===== src/rtl/uart_tx_arbiter.sv =====
// Packet-granular round-robin arbiter sharing one uartTx byte transmitter
// between N requesters, with an optional channel tag byte and a stall timeout.
module uart_tx_arbiter #(
    parameter int         N          = 4,
    parameter bit         TAG_ENABLE = 1'b1,
    parameter logic [7:0] TAG_BASE   = 8'hF0,
    parameter int         TIMEOUT    = 1024,
    parameter int         TW         = 16
) (
    input  logic             iClk,
    input  logic             iRst,
    input  logic [N-1:0]     iReqValid,
    input  logic [8*N-1:0]   iReqData,
    input  logic [N-1:0]     iReqLast,
    output logic [N-1:0]     oReqAck,
    output logic [N-1:0]     oGrant,
    output logic             oBusy,
    output logic             oAbort,
    output logic [7:0]       oTxData,
    output logic             oTxStart,
    input  logic             iTxReady,
    input  logic             iTxTaken
);
    localparam int IW = (N > 1) ? $clog2(N) : 1;

    typedef enum logic [1:0] {IDLE, TAG, DATA} state_t;

    state_t          state_reg;
    logic [IW-1:0]   ptr_reg;
    logic [IW-1:0]   idx_reg;
    logic [N-1:0]    grant_reg;
    logic [N-1:0]    ack_reg;
    logic            abort_reg;
    logic            pending_reg;
    logic            sent_reg;
    logic            last_reg;
    logic [7:0]      tx_data_reg;
    logic            tx_start_reg;
    logic [TW-1:0]   tout_reg;

    logic [7:0]      req_byte [N];
    logic [IW:0]     cand;
    logic [IW-1:0]   pick_idx;
    logic [N-1:0]    pick_onehot;
    logic            pick_found;
    logic [IW-1:0]   next_ptr;
    logic            valid_g;
    logic            taken_ok;
    logic            timeout_hit;

    for (genvar gi = 0; gi < N; gi++) begin : g_unpack
        assign req_byte[gi] = iReqData[8*gi +: 8];
    end

    // First valid requester at or after ptr, wrapping modulo N.
    always_comb begin
        cand        = '0;
        pick_found  = 1'b0;
        pick_idx    = '0;
        pick_onehot = '0;
        for (int k = 0; k < N; k++) begin
            cand = {1'b0, ptr_reg} + (IW+1)'(k);
            if (cand >= (IW+1)'(N)) cand = cand - (IW+1)'(N);
            if (!pick_found && iReqValid[cand[IW-1:0]]) begin
                pick_found = 1'b1;
                pick_idx   = cand[IW-1:0];
            end
        end
        pick_onehot[pick_idx] = 1'b1;
    end

    assign next_ptr    = (idx_reg == IW'(N-1)) ? '0 : idx_reg + IW'(1);
    assign valid_g     = iReqValid[idx_reg];
    // A taken pulse only completes a byte the transmitter was actually seen to accept.
    assign taken_ok    = sent_reg && iTxTaken;
    assign timeout_hit = (TIMEOUT != 0) && (int'(tout_reg) == TIMEOUT - 1);

    always_ff @(posedge iClk) begin
        if (iRst) begin
            state_reg    <= IDLE;
            ptr_reg      <= '0;
            idx_reg      <= '0;
            grant_reg    <= '0;
            ack_reg      <= '0;
            abort_reg    <= 1'b0;
            pending_reg  <= 1'b0;
            sent_reg     <= 1'b0;
            last_reg     <= 1'b0;
            tx_data_reg  <= '0;
            tx_start_reg <= 1'b0;
            tout_reg     <= '0;
        end else begin
            ack_reg   <= '0;
            abort_reg <= 1'b0;
            if (pending_reg && tx_start_reg && iTxReady) sent_reg <= 1'b1;

            if (state_reg != DATA || valid_g) tout_reg <= '0;
            else if (!pending_reg && tout_reg != '1) tout_reg <= tout_reg + TW'(1);

            case (state_reg)
                IDLE: begin
                    if (pick_found) begin
                        grant_reg <= pick_onehot;
                        idx_reg   <= pick_idx;
                        state_reg <= TAG_ENABLE ? TAG : DATA;
                    end
                end
                TAG: begin
                    if (!pending_reg) begin
                        tx_data_reg  <= TAG_BASE + 8'(idx_reg);
                        tx_start_reg <= 1'b1;
                        pending_reg  <= 1'b1;
                    end else if (taken_ok) begin
                        tx_start_reg <= 1'b0;
                        pending_reg  <= 1'b0;
                        sent_reg     <= 1'b0;
                        state_reg    <= DATA;
                    end
                end
                DATA: begin
                    if (pending_reg) begin
                        if (taken_ok) begin
                            tx_start_reg <= 1'b0;
                            pending_reg  <= 1'b0;
                            sent_reg     <= 1'b0;
                            if (last_reg) begin
                                state_reg <= IDLE;
                                grant_reg <= '0;
                                ptr_reg   <= next_ptr;
                            end
                        end
                    end else if (valid_g) begin
                        tx_data_reg      <= req_byte[idx_reg];
                        last_reg         <= iReqLast[idx_reg];
                        tx_start_reg     <= 1'b1;
                        pending_reg      <= 1'b1;
                        ack_reg[idx_reg] <= 1'b1;
                    end else if (timeout_hit) begin
                        // Nothing is in flight here, so releasing loses no byte.
                        abort_reg <= 1'b1;
                        grant_reg <= '0;
                        ptr_reg   <= next_ptr;
                        state_reg <= IDLE;
                    end
                end
                default: state_reg <= IDLE;
            endcase
        end
    end

    assign oReqAck  = ack_reg;
    assign oGrant   = grant_reg;
    assign oAbort   = abort_reg;
    assign oTxData  = tx_data_reg;
    assign oTxStart = tx_start_reg;
    assign oBusy    = (state_reg != IDLE) || pending_reg;

endmodule


===== config.mk =====
export PLATFORM = sky130hd
export DESIGN_NAME = uart_tx_arbiter
export DESIGN_NICKNAME = d
export VERILOG_FILES = /design/src/rtl/uart_tx_arbiter.sv
export SDC_FILE = /design/constraint.sdc
export NUM_CORES = 1
export LEC_CHECK = 0
export CORE_ASPECT_RATIO = 1.4
export CORE_MARGIN = 4
export CORE_UTILIZATION = 30
export DETAILED_ROUTE_END_ITERATION = 8
export SLEW_MARGIN = 20
export SYNTH_ARGS = -nofsm -noshare
export SYNTH_HDL_FRONTEND = slang
export SYNTH_SLANG_ARGS = --single-unit

===== constraint.sdc =====
create_clock -name iClk -period 2.1 [get_ports iClk]
set_input_delay 0.63 -clock iClk [delete_from_list [all_inputs] [get_ports iClk]]
set_output_delay 0.63 -clock iClk [all_outputs]
set_load 0.05 [all_outputs]

Yosys cells after proc, flatten, opt, wreduce, memory -nomap -nowiden
Index checks and enable logic that the tools add are counted.
Storage, ports and cells
  register bits after elaboration: 43
Cells by class
  add/subtract/negate cells: 10
  magnitude comparators: 13
  equality and inequality tests: 20
  multiplexer cells: 72
  bitwise operators: 4
  reductions and logical operators: 31
Operator list (number)
  $mux 2: 22
  $mux 8: 5
  $mux 1: 25
  $mux 4: 6
  $lt 2x3->1 const B: 6
  $add 16x1->16 const B: 1
  $bmux 8 s2: 1
  $eq 16x11->1 const B: 1
  $ne 16x16->1 const B: 1
  $ne 2x2->1 const B: 8
  $pmux 8 s2: 1
  $ne 3x3->1 const B: 5
  $bmux 1 s2: 6
  $ge 3x3->1 const B: 4
  $logic_and 1x1->1: 9
  $pmux 4 s2: 1
  $reduce_bool 2->1: 4
  $reduce_or 4->1: 2
  $sub 2x1->2 const B: 4
  $reduce_and 7->1: 1
  $add 2x2->3 const B: 2
  $add 5x3->6 const A: 1
  $pmux 2 s3: 1
  $reduce_and 6->1: 1
  19 further kinds: 32

Longest topological paths before layout
  depth after elaboration: 20
  mapped depth: 7

Worst setup path before layout
Ideal clock, no wire load.
  kind: in2reg
  start point: input port iReqValid[3]
  end point: register grant_reg[2] (netlist: oGrant[2])
  arrival time: 1908 ps
  data required time: 1977 ps
  setup slack: 69 ps
  cell stages on the path: 4
  cell sequence: mux4_2 o21ai_2 o21ba_2 mux2_1
Between the ends
  word-level cells in the longest chain between the ends: 18
RTL lines
  from (decl): RTL line 12  | input logic [N-1:0] iReqValid,
  $bmux 1 s2: RTL line 64  | if (!pick_found && iReqValid[cand[IW-1:0]]) begin
  $mux 1 (not written as such): RTL line 64
  $mux 1: RTL line 64
  $logic_not 1->1: RTL line 64
  $logic_and 1x1->1: RTL line 64
  $mux 1: RTL line 64
  $logic_not 1->1: RTL line 64
  $logic_and 1x1->1: RTL line 64
  (+2 left out)
  $logic_and 1x1->1: RTL line 64
  $mux 2: RTL line 64
  $lt 2x3->1 (not written as such) or $ge 2x1->1 (tied branches): RTL line 69  | pick_onehot[pick_idx] = 1'b1;
  $logic_and 1x1->1 (not written as such): RTL line 69
  $mux 1 (not written as such): RTL line 69
  $demux 1 s2: RTL line 69
  $mux 4: RTL line 102  | if (pick_found) begin
  $pmux 4 s2: RTL line 100  | case (state_reg)
  to (signal assigned): RTL line 103  | grant_reg <= pick_onehot;
  to (decl): RTL line 31  | logic [N-1:0] grant_reg;
Several ways; a longest one is shown, not always the timed one. The select of a mux whose other input is x is not followed.
A chain may end at the register's enable or synchronous reset.

Worst setup path in the final report
  start point: input port iReqValid[2]
  end point: register grant_reg[2] (netlist: oGrant[2])
The elaborated chain is that of the path after synthesis.

==> impl_results.md <==
* Outcome: finished clean
* Die area at 9400 um^2
* Max Root-Sink Buffers at 2
* Min Tclk post-route at between 2 and 2.5 ns
* Fin. max-slew vios at 0
* Yosys cell types at 50
* Post-CTS Setup Inserts at 0
* DP HPWL at approximately 5000 um
* Max-slew headroom at the worst pin at 66.7%
* Core ar. at 7700 um^2
* # diodes at 0
* Synthesized Nets at 310
* Post-synthesis sequential area ratio at 36.4%
* Asr flop ratio synth at 0%
* Largest net degree at the start of global routing at 17
* GRT overflow at 0
* Routability cong. at 0.876
* Number of flip-flops in the largest register at 16
* Drt first-iter violations at 65
* Period utilisation layout at 98.2%
* Fin nets at 396
* Fillers at 779
* Top area cells in the synthesized netlist: dfxtp_1 36%, mux4_2 7.6%, mux2i_1 5.1%, ha_1 4.8%, nor2_1 4.6%
* Initial core utilization at 30.7%
* Layout cells sized above 1 at 21.2%
* Worst slew pin tran at 0.497 ns
* R2R Setup Slk at between 0.2 and 0.3 ns
* H-tree levels at 2
* CTS Buf Count at 5
* Max cap viols at 0
* Area after DPL at 3230 um^2
* Critical path peak fanout at 4
* RSZ-0062 raised after global routing: true
* Clock root buffer: clkbuf_8
* Area Growth Syn to Fin at 41.5%
* Wirelength per Cell at 13.7 um
* Routed wire length at 6080 um
* Clock transition at the registers of the reported paths at about 0.080 ns
* Hold Path Sink: oGrant[0]$_SDFFE_PP0P_
* PD cells at 880 nW/um^2
* DRC viols at 0
* Cell taking the most area after synthesis: dfxtp_1
* Clk_lat worst skew at just under 0.3 ns
* Synth Register Bits at 43
* Avg Cell Area, Syn at 9.21 um^2
* Final hold viol count at 0
* Total track usage at 13.1%
* Die W at 83.1 um
* # setup viols final at 0
* Drt pass-1 iters at 6
* Initial antenna violation count at 0
* CP endpoint kind: flop
* I/O Buffers at 62
* R2R Path Start: tout_reg[0]$_SDFFE_PP0P_
* Top-Level Pins at 63
* Final worst slack at around 0.038 ns
* Setup CP Type: in -> reg
* Pleak at 0.00130 uW
* Setup TNS at 0 ns
* Hold Startpoint: oGrant[0]$_SDFFE_PP0P_
* Max Freq at 485 MHz
* TritonCTS clock tree: yes
* WHS at approximately 0.47 ns
* Die H at 113 um
* Worst path max stage delay at 0.54 ns
* Worst hold stages at 2
* Crit path DAT at 2.25 ns
* Cells after synthesis at 257
* Area of the multi-input gates at between 1000 and 1500 um^2
* Antenna viol nets, final at 0
* Pre-CTS worst setup slack at -0.311 ns
* Seq. cell area at 861 um^2
* Worst IR Drop VDD at 0.416 mV
* Synthesized area at 2370 um^2
* Via density at slightly below 5
* Post-synth EDFFs at 0
* Clk_skew at 0.00767 ns
* Top-area cell type share of the netlist area at between 30% and 40%
* Slowest CP cell: mux4_2
* Yosys Warn Count at 0
* CP startpoint kind: primary input
* Final Instance Area at 3350 um^2
* Worst min-delay path class: reg -> reg
* Vias at around 2.2k
* Worst path required time at 2.28 ns
* Row cnt at 38
* Global-route wire length before repair at 10100 um
* Reg2reg path depth at 6
* CTS sink count at 43
* Top_reg_cell synth: dfxtp_1
* Worst r2r dst: oGrant[2]$_SDFFE_PP0P_
* Vias in the first global route at 2107
* Worst path cell trace: clkdlybuf4s50_1, mux4_2, o21ai_2, o21ba_2, mux2_1
[stage by stage]
step / cells / util (%) / total power (uW)
3_5_place_dp: 436 / 42.0 / 2470
5_1_grt: 444 / 43.5 / 3140
4_1_cts: 444 / 43.1 / 2990
6_report: 444 / 43.5 / 2950
3_3_place_gp: 436 / 42.0 / 2460
2_1_floorplan: 257 / - / 1980
[critical path: cells and delay by family]
| family | cells | cell delay, ns |
|---|---|---|
| buffers and inverters | 1 | 0.43 |
| muxes | 2 | 0.86 |
| AOI/OAI and AO/OA | 2 | 0.33 |
[how the worst max path moves through the flow]
stage	startpoint	end	slack [ns]	cells after the start
floorplan	iReqValid[3]	oGrant[2]$_SDFFE_PP0P_	0.07	4
global placement	iReqValid[1]	oGrant[2]$_SDFFE_PP0P_	-0.27	8
detailed placement	iReqValid[2]	ptr_reg[0]$_SDFFE_PP0P_	-0.31	6
CTS	iReqValid[2]	oGrant[2]$_SDFFE_PP0P_	0.03	5
global route	iReqValid[2]	oGrant[2]$_SDFFE_PP0P_	-0.004	5
finish	iReqValid[2]	oGrant[2]$_SDFFE_PP0P_	0.04	5
[timing repair]
item                       in CTS  in global routing
hold buffers                    0                  0
pin swaps                       0                  3
resized for setup               2                  5
setup endpoints to repair       2                 16
[layout make-up]
type	instances	area share, %
Clock buffer	7	2.28
Timing Repair Buffer	90	23.9
Multi-Input combinational cell	191	42.9
Inverter	12	1.34
Clock inverter	1	0.149
Sequential cell	43	25.7
Tap cell	100	3.73
[cells in the mapped netlist, types with 2 or more instances]
| master | number |
|---|---|
| nor2b_1 | 4 |
| xor2_1 | 4 |
| o21ai_0 | 7 |
| nor3b_1 | 2 |
| or3_1 | 3 |
| a21oi_1 | 13 |
| mux2_2 | 2 |
| clkbuf_1 | 7 |
| a211oi_1 | 3 |
| buf_2 | 2 |
| inv_1 | 12 |
| nand3b_1 | 2 |
| o21a_1 | 2 |
| a21o_1 | 2 |
| and3_1 | 4 |
| nand2_1 | 16 |
| nand4_1 | 3 |
| xnor2_1 | 8 |
| a31oi_1 | 3 |
| dfxtp_1 | 43 |
| nand2b_1 | 2 |
| buf_6 | 2 |
| mux4_2 | 8 |
| o221a_2 | 4 |
| o22ai_1 | 2 |
| nor4_1 | 3 |
| nand3_1 | 12 |
| and4_1 | 3 |
| ha_1 | 9 |
| nor2_1 | 29 |
| a221oi_1 | 2 |
| and2_1 | 6 |
| mux2i_1 | 12 |
| nor3_1 | 5 |
[metal layers]
layer | part of all wire, % | GRT usage [%] | wire [um]
met1 | 39 | 14.3 | 2350
met2 | 57 | 25.1 | 3460
met4 | 1.8 | 4.14 | 108
met5 | 0 | 0 | 0
met3 | 2.6 | 2.69 | 157
[cell families (layout without fill, tap and decap cells)]
family | Yosys count | in the layout | share of synthesized area [%]
adders and majority gates | 9 | 9 | 4.76
muxes | 23 | 23 | 14.1
DFF | 43 | 43 | 36.4
xor gates and xnor gates | 12 | 12 | 4.44
and+or+nand+nor | 98 | 98 | 21.4
buffers and inverters | 23 | 110 | 4.39
AOI/OAI and AO/OA | 49 | 49 | 14.6
[cell usage in the layout, fill, tap and decap left out, drive strengths merged, types with 2 or more instances in the layout]
master and instances:
nor3 5, a211oi 3, nor2b 4, and3 4, mux4 8, a21o 2, xor2 4, nand2 16
inv 12, nand2b 2, a221oi 2, a31oi 3, nor3b 2, mux2i 12, o21a 2, clkbuf 7
dfxtp 43, and4 3, ha 9, nor4 3, buf 45, nor2 29, o21ai 8, nand3b 2
and2 6, nand3 13, clkdlybuf4s50 45, o221a 4, mux2 3, a21oi 13, or3 3, xnor2 8
o22ai 2, nand4 3
[where the power goes]
part           total [uW]  internal [uW]  switching, uW
sequential           1010            927           87.8
combinational        1430            642            790
clock                 503            234            270
total                2950           1800           1150
(Power assumes the default switching activity.)
